File: src/rtl/game_fsm.sv
// Game-flow controller for a flappy-bird style game: title / play / game-over
// sequencing, button press detection, packed-BCD scoring and prompt blinking.
module game_fsm #(
    parameter int GO_HOLD_FRAMES = 60,
    parameter int BLINK_FRAMES   = 30
) (
    input  logic        clk,
    input  logic        rst_n,
    input  logic        btn,
    input  logic        frame_tick,
    input  logic        collision,
    input  logic        pipe_passed,
    output logic [1:0]  state,
    output logic        flap,
    output logic        play_rst,
    output logic [15:0] score,
    output logic [15:0] high_score,
    output logic        blink
);

    localparam int HW = (GO_HOLD_FRAMES < 1) ? 1 : $clog2(GO_HOLD_FRAMES + 1);
    localparam int BW = (BLINK_FRAMES < 2) ? 1 : $clog2(BLINK_FRAMES);
    localparam logic [HW-1:0] HOLD_MAX   = HW'(GO_HOLD_FRAMES);
    localparam logic [BW-1:0] BLINK_LAST = BW'(BLINK_FRAMES - 1);

    typedef enum logic [1:0] {
        TITLE     = 2'd0,
        PLAY      = 2'd1,
        GAME_OVER = 2'd2,
        ILLEGAL   = 2'd3
    } state_t;

    state_t          state_reg, state_next;
    logic            flap_reg, flap_next;
    logic            play_rst_reg, play_rst_next;
    logic [15:0]     score_reg, score_next;
    logic [15:0]     high_score_reg, high_score_next;
    logic            blink_reg, blink_next;
    logic [BW-1:0]   blink_cnt_reg, blink_cnt_next;
    logic [HW-1:0]   hold_cnt_reg, hold_cnt_next;

    logic            s1_reg, s2_reg, p_reg;
    logic            s1_valid_reg, s2_valid_reg, armed_reg;
    logic            rise;

    // A press only counts once the synchronizer has seen the button low after
    // reset, so a button already held at reset release cannot start a game.
    always_ff @(posedge clk or negedge rst_n) begin
        if (!rst_n) begin
            s1_reg       <= 1'b0;
            s2_reg       <= 1'b0;
            p_reg        <= 1'b0;
            s1_valid_reg <= 1'b0;
            s2_valid_reg <= 1'b0;
            armed_reg    <= 1'b0;
        end else begin
            s1_reg       <= btn;
            s2_reg       <= s1_reg;
            p_reg        <= s2_reg;
            s1_valid_reg <= 1'b1;
            s2_valid_reg <= s1_valid_reg;
            armed_reg    <= armed_reg | (s2_valid_reg & ~s2_reg);
        end
    end

    assign rise = s2_reg & ~p_reg & armed_reg;

    logic [3:0]  digit_nine;
    logic [15:0] score_inc_raw;
    logic [15:0] score_inc;

    genvar gi;
    generate
        for (gi = 0; gi < 4; gi++) begin : g_bcd
            logic [3:0] digit;
            logic       carry_in;
            assign digit          = score_reg[gi*4 +: 4];
            assign digit_nine[gi] = (digit == 4'd9);
            if (gi == 0) begin : g_lsd
                assign carry_in = 1'b1;
            end else begin : g_upper
                assign carry_in = &digit_nine[gi-1:0];
            end
            assign score_inc_raw[gi*4 +: 4] = !carry_in       ? digit :
                                              digit_nine[gi] ? 4'd0  : digit + 4'd1;
        end
    endgenerate

    // 9999 plus one stays at 9999
    assign score_inc = (&digit_nine) ? score_reg : score_inc_raw;

    logic            blink_wrap;
    logic [BW-1:0]   blink_cnt_step;

    assign blink_wrap     = (blink_cnt_reg == BLINK_LAST);
    assign blink_cnt_step = blink_wrap ? '0 : blink_cnt_reg + BW'(1);

    always_comb begin
        state_next      = state_reg;
        flap_next       = 1'b0;
        play_rst_next   = 1'b0;
        score_next      = score_reg;
        high_score_next = high_score_reg;
        blink_next      = blink_reg;
        blink_cnt_next  = blink_cnt_reg;
        hold_cnt_next   = hold_cnt_reg;

        case (state_reg)
            TITLE: begin
                if (rise) begin
                    state_next     = PLAY;
                    play_rst_next  = 1'b1;
                    score_next     = 16'h0000;
                    blink_next     = 1'b0;
                    blink_cnt_next = '0;
                end else if (frame_tick) begin
                    blink_next     = blink_reg ^ blink_wrap;
                    blink_cnt_next = blink_cnt_step;
                end
            end

            PLAY: begin
                blink_next     = 1'b0;
                blink_cnt_next = '0;
                if (collision) begin
                    // Crash wins over any press or pipe credit in the same cycle
                    state_next    = GAME_OVER;
                    hold_cnt_next = '0;
                    blink_next    = 1'b1;
                    if (score_reg > high_score_reg) begin
                        high_score_next = score_reg;
                    end
                end else begin
                    if (rise) begin
                        flap_next = 1'b1;
                    end
                    if (pipe_passed) begin
                        score_next = score_inc;
                    end
                end
            end

            GAME_OVER: begin
                if (rise && (hold_cnt_reg == HOLD_MAX)) begin
                    state_next     = TITLE;
                    blink_next     = 1'b1;
                    blink_cnt_next = '0;
                end else if (frame_tick) begin
                    if (hold_cnt_reg != HOLD_MAX) begin
                        hold_cnt_next = hold_cnt_reg + HW'(1);
                    end
                    blink_next     = blink_reg ^ blink_wrap;
                    blink_cnt_next = blink_cnt_step;
                end
            end

            default: begin
                state_next = TITLE;
            end
        endcase
    end

    always_ff @(posedge clk or negedge rst_n) begin
        if (!rst_n) begin
            state_reg      <= TITLE;
            flap_reg       <= 1'b0;
            play_rst_reg   <= 1'b0;
            score_reg      <= 16'h0000;
            high_score_reg <= 16'h0000;
            blink_reg      <= 1'b1;
            blink_cnt_reg  <= '0;
            hold_cnt_reg   <= '0;
        end else begin
            state_reg      <= state_next;
            flap_reg       <= flap_next;
            play_rst_reg   <= play_rst_next;
            score_reg      <= score_next;
            high_score_reg <= high_score_next;
            blink_reg      <= blink_next;
            blink_cnt_reg  <= blink_cnt_next;
            hold_cnt_reg   <= hold_cnt_next;
        end
    end

    assign state      = state_reg;
    assign flap       = flap_reg;
    assign play_rst   = play_rst_reg;
    assign score      = score_reg;
    assign high_score = high_score_reg;
    assign blink      = blink_reg;

endmodule

File: config.mk
export PLATFORM = sky130hd
export DESIGN_NAME = game_fsm
export DESIGN_NICKNAME = d
export VERILOG_FILES = /design/src/rtl/game_fsm.sv
export SDC_FILE = /design/constraint.sdc
export NUM_CORES = 1
export LEC_CHECK = 0
export ABC_CLOCK_PERIOD_IN_PS = 2300
export CORE_ASPECT_RATIO = 1.5
export CORE_MARGIN = 3
export CORE_UTILIZATION = 56
export DETAILED_ROUTE_END_ITERATION = 6
export GPL_TIMING_DRIVEN = 1
export PLACE_DENSITY = 0.91
export SLEW_MARGIN = 25
export SYNTH_ARGS = -nofsm -noshare
export SYNTH_HDL_FRONTEND = slang
export SYNTH_SLANG_ARGS = --single-unit
export TNS_END_PERCENT = 30
File: constraint.sdc
create_clock -name clk -period 2.3 [get_ports clk]
set_input_delay 0.23 -clock clk [delete_from_list [all_inputs] [get_ports clk]]
set_output_delay 0.23 -clock clk [all_outputs]
set_load 0.05 [all_outputs]
Word level (Yosys, flattened, before mapping)
Cells that the tools add are included.
{"block": "word_totals", "register_bits": 54, "output_inout_bits": 37}
{"block": "op_classes", "n_addsub": 6, "order_cmp": 1, "n_eq_ne": 21, "mux": 35, "bitwise_logic": 7, "n_reduce_logical": 15}
{"cell": "two-way mux 16 bit", "count": 4}
{"cell": "one-hot mux 16 bit (2 select lines)", "count": 1}
{"cell": "two-way mux 4 bit", "count": 7}
{"cell": "two-way mux 6 bit", "count": 4}
{"cell": "inequality test 2 bit, second input constant", "count": 12}
{"cell": "two-way mux 5 bit", "count": 4}
{"cell": "AND reduction 6 bit", "count": 3}
{"cell": "adder 4 x 1 -> 4 bit, second input constant", "count": 4}
{"cell": "== test 4 bit, second input constant", "count": 4}
{"cell": "greater-than comparator 16 bit", "count": 1}
{"cell": "one-hot mux 5 bit (3 select lines)", "count": 1}
{"cell": "one-hot mux 6 bit (2 select lines)", "count": 1}
{"cell": "AND reduction 5 bit", "count": 2}
{"cell": "AND reduction 3 bit", "count": 3}
{"cell": "two-way mux 1 bit", "count": 8}
{"cell": "adder 6 x 1 -> 6 bit, second input constant", "count": 1}
{"cell": "== test 6 bit, second input constant", "count": 1}
{"cell": "two-way mux 2 bit", "count": 3}
{"cell": "inequality test 6 bit, second input constant", "count": 1}
{"cell": "one-hot mux 2 bit (3 select lines)", "count": 1}
{"cell": "adder 5 x 1 -> 5 bit, second input constant", "count": 1}
{"cell": "== test 5 bit, second input constant", "count": 1}
{"cell": "AND reduction 4 bit", "count": 1}
{"cell": "nonzero test 2 bit", "count": 2}
{"cell": "11 further kinds", "count": 14}

Logic depth before layout (Yosys ltp)
{"block": "logic_depth", "ltp_word": 7, "ltp_mapped": 9, "depth_no_buf": 7}

Least setup slack after synthesis
Ideal clock, no wire load.
{"block": "synth_path", "path_type": "register to register", "from": "reg high_score_reg[14] (netlist: high_score[14])", "to": "reg high_score_reg[8] (netlist: high_score[8])", "setup_time_ns": 0.080, "arrival_time_ns": 2.312, "t_required_ns": 2.220, "path_slack_ns": -0.093, "stages_incl_launch_ff": 10, "path_buffers": 2, "synth_period_minus_slack_ns": 2.393, "path_cell_list": "dfrtp_1 inv_1 ha_1 nand4_2 nor4_4 o21ai_2 and4b_1 buf_6 buf_6 o211ai_2"}
{"block": "synth_via", "elab_chain_cells": 2}
{"item": "start, declared", "line_no": "37", "text": "logic [15:0] high_score_reg, high_score_next;"}
{"item": "start signal, assigned", "line_no": "178", "text": "high_score_reg <= high_score_next;"}
{"item": "greater-than comparator 16 bit", "line_no": "130", "text": "if (score_reg > high_score_reg) begin"}
{"item": "AND reduction 3 bit (no line)"}
Every way passes these cells.
A chain may end at the register's enable or synchronous reset.

Final worst setup path
{"block": "layout_path", "from": "reg state_reg[1] (netlist: state[1])", "to": "reg score_reg[11] (netlist: score[11])"}
{"block": "layout_via", "elab_chain_cells": 3, "elab_cells_between_ends": 10}
{"item": "start, declared", "line_no": "33", "text": "state_t state_reg, state_next;"}
{"item": "start signal, assigned", "line_no": "174", "text": "state_reg <= state_next;"}
{"item": "== test 2 x 1 -> 1 bit or logical NOT 2 bit (tied branches)", "line_no": "108", "text": "case (state_reg)"}
{"item": "inequality test 2 bit (no line) or nonzero test 2 bit (tied branches)"}
{"item": "AND reduction 6 bit (no line)"}
{"item": "end signal, assigned", "line_no": "177", "text": "score_reg <= score_next;"}
{"item": "end, declared", "line_no": "36", "text": "logic [15:0] score_reg, score_next;"}
Several ways; a longest one is shown, not always the timed one.

==> metrics <==
CTS tree=built; # diodes=0; Clock transition at path regs=0.12 ns; final slew viol count=0; final worst-path cycle share=0.9823; Initial Utilization=0.5918; most common cell after layout, fill and taps aside=nand2_1; sw frac=0.4771; HPWL after DPL=6989 um; Register Area=1369 um2; Final Hold Fails=0; cell count of the worst reg-to-reg path=7; hold endpoint=s2_valid_reg$_DFF_PN0_; number of global-route vias before repair=3394; Die X=70.78 um; filler cell count=419; area growth from synthesis to layout=23.32%; EDFF count, synth=0; kind of critical path=reg2reg; final WL=9630 um; placed cell count=511; share of cells above drive strength 1=0.1748; multi-input logic area=1997 um2; RSZ-0062 raised after global routing=yes; fin crit period=2.259 ns; Sw Pwr=1.807 mW; number of max-cap violations=0; Seq cells post-synth=54; Pint=1.981 mW; Flop pwr share=0.333; status=finished, final reports clean; Syn Area/Cell=9.155 um2; startpoint types=register; clock group share of total power=0.151; RePlAce Congestion=0.9192; setup violators final=0; min-delay src=s1_valid_reg$_DFF_PN0_; Post-Synthesis Cells=385; XOR/XNOR Fraction of Synth Area=0.009940; Max clock buf depth=2; die area=7302 um2; num rows=34; GR Overflow Total=0; Hold Path Stages=0; Synth Warn #=0; Seq/Total Area, Yosys=0.3837; Crit Path Max Fanout=12; Antenna Nets Post-Route=0; Critical Path, Cell by Cell=inv_1 > ha_1 > buf_4 > nor2_1 > a211oi_2 > o21ai_1 > o41ai_1; post-synthesis compound-gate area fraction=0.2009; FF-to-FF End=score[11]$_DFFE_PN0P_; most frequent cells in the layout=nand2_1, clkdlybuf4s50_1, dfrtp_1; setup_tns=0 ns; Rel. slew slack=0.5389; clock skew=0.01275 ns; io pins=43; CP arrival=2.45 ns; Num CTS Buffers=5; DRC Markers=0; worst hold slack=0.3419 ns; pre-CTS WS=0.08592 ns; async set-reset flop share out of synthesis=1.000; Netlist cell types=57; largest net degree at the start of global routing=29; Root Driver=clkbuf_8; Port Buffer Count=42; net count after synthesis=424; TritonCTS Sinks=54; final net count=490; combinational family with the most area after synthesis=simple AND/OR/NAND/NOR gates; Worst setup EP type=register; P per Cell Area=871.4 nW/um2; DR pass1 iterations=5; PnR worst setup slack=0.04082 ns; Die H=103.2 um; CP max stage delay=0.48 ns; initial antenna violation count=0; fmax=442.6 MHz; combinational fraction of design power=0.516; Core Box Area=5956 um2; total track usage=0.2686; R2R Path Start=state[1]$_DFFE_PN0P_; # H-tree levels=2; worst slew pin tran=0.6916 ns; simple-gate portion of the synthesized area=0.2219; worst skew pair latency=0.32 ns; Syn Std Cell Area=3525 um2; VDD IR max=0.0006905 V; P_leak=2.166 nW; internal reg-to-reg setup slack=0.04 ns; Worst path slowest cell=o41ai_1; Adder-Cell Fraction of Synth Area=0.1171; post-synthesis mux area share=0.01242; CP delay by family, top=compound AO/OA/AOI/OAI gates; HP Class=reg2reg; first-pass GRT wire length=15730 um; CP Buf/Inv Count=2; detailed-route via count=3351; vias per cell=6.395; Finished Layout Cells=524; ys flop type=dfrtp_1; DR WL/cell=18.38 um; initial DRC count=212; WP depth=7; CP required=2.49 ns
## per-stage QoR
stage                       util  power (mW)  area [um2]
final                     0.7298       3.788        4347
after global routing      0.7298       3.988        4347
after CTS                 0.7221       3.742        4300
after detailed placement  0.7046       3.161        4197
after global placement    0.7046       3.082        4197
after floorplan                -       2.498        3536
## kinds of logic (layout without fill, tap and decap cells)
logic type,count (synthesis),after routing
other,1,1
multiplexers,4,4
XOR/XNOR,4,4
AND/OR/NAND/NOR,156,156
flip-flops,54,54
buffers and inverters,45,112
AO/OA/AOI/OAI,88,88
adder cells (fa/ha/maj),33,33
## per-layer routing
| metal | up-vias | part of all wire | track usage |
|---|---|---|---|
| li1 | 1524 | - | - |
| met1 | 1620 | 0.37 | 0.2967 |
| met2 | 175 | 0.54 | 0.5011 |
| met3 | 32 | 0.059 | 0.03317 |
| met4 | 0 | 0.036 | 0.1375 |
| met5 | - | 0 | 0 |
## final cells by class
type                            count  share of cell area
Sequential cell                    54              0.3149
Multi-Input combinational cell    286              0.4594
Tap cell                           72             0.02073
Clock inverter                      3            0.005757
Inverter                           33             0.02850
Timing Repair Buffer               71              0.1549
Clock buffer                        5             0.01583
## synthesized netlist by cell type, types with 2 or more instances
master    count  area share
and3b_1       2      0.0050
and2_1        2      0.0035
nand2_1      56       0.060
o21ai_0       7      0.0099
o311ai_2      6       0.028
a21oi_1      17       0.024
nand4b_1      2      0.0050
nand2b_1      2      0.0035
dfrtp_1      53        0.38
and3_1        2      0.0035
a21o_1        6       0.013
mux2_2        2      0.0064
o31ai_1       7       0.015
buf_6         2      0.0064
inv_1        33       0.035
o211ai_2     11       0.039
nand3b_1      5       0.011
a22oi_1       3      0.0064
buf_2         2      0.0028
o21ai_1      10       0.014
and4b_1       2      0.0057
a211oi_1      4      0.0085
a211o_1       2      0.0050
nand3_1      14       0.020
ha_1         33        0.12
o22ai_1       2      0.0035
nor3_1        6      0.0085
clkbuf_1      7      0.0075
nor2_1       31       0.033
nor4_1        3      0.0053
xnor2_1       3      0.0075
nand4_1      23       0.041
## worst register-to-register path, delay by kind of cell, from the launching register on
kind	cells	cell delay, ns
AO/OA/AOI/OAI	3	1.10
flip-flops	1	0.44
buffers and inverters	2	0.32
adder cells (fa/ha/maj)	1	0.20
AND/OR/NAND/NOR	1	0.08
## power groups by stage
stage               Combinational (mW)  Clock, mW  Sequential (mW)
detailed placement                1.89          0             1.27
floorplan                        0.931          0             1.57
finish                            1.96      0.571             1.26
global placement                  1.82          0             1.26
CTS                               1.91      0.580             1.25
global route                      2.10      0.610             1.28
## how the worst max path moves through the flow
stage	from	endpoint
CTS	score[13]$_DFFE_PN0P_	high_score[5]$_DFFE_PN0P_
floorplan	high_score[9]$_DFFE_PN0P_	high_score[11]$_DFFE_PN0P_
detailed placement	score[13]$_DFFE_PN0P_	high_score[5]$_DFFE_PN0P_
global route	state[1]$_DFFE_PN0P_	score[11]$_DFFE_PN0P_
finish	state[1]$_DFFE_PN0P_	score[11]$_DFFE_PN0P_
global placement	score[13]$_DFFE_PN0P_	high_score[9]$_DFFE_PN0P_
## what timing repair did
| item | CTS | global route |
|---|---|---|
| endpoints found under the setup margin | 0 | 11 |
| hold endpoints to repair | 27 | 0 |
| hold buffers | 1 | 0 |
| gates resized for setup | 0 | 7 |
| setup buffers | 0 | 4 |
Note: power is estimated with default switching activity, not from simulation.
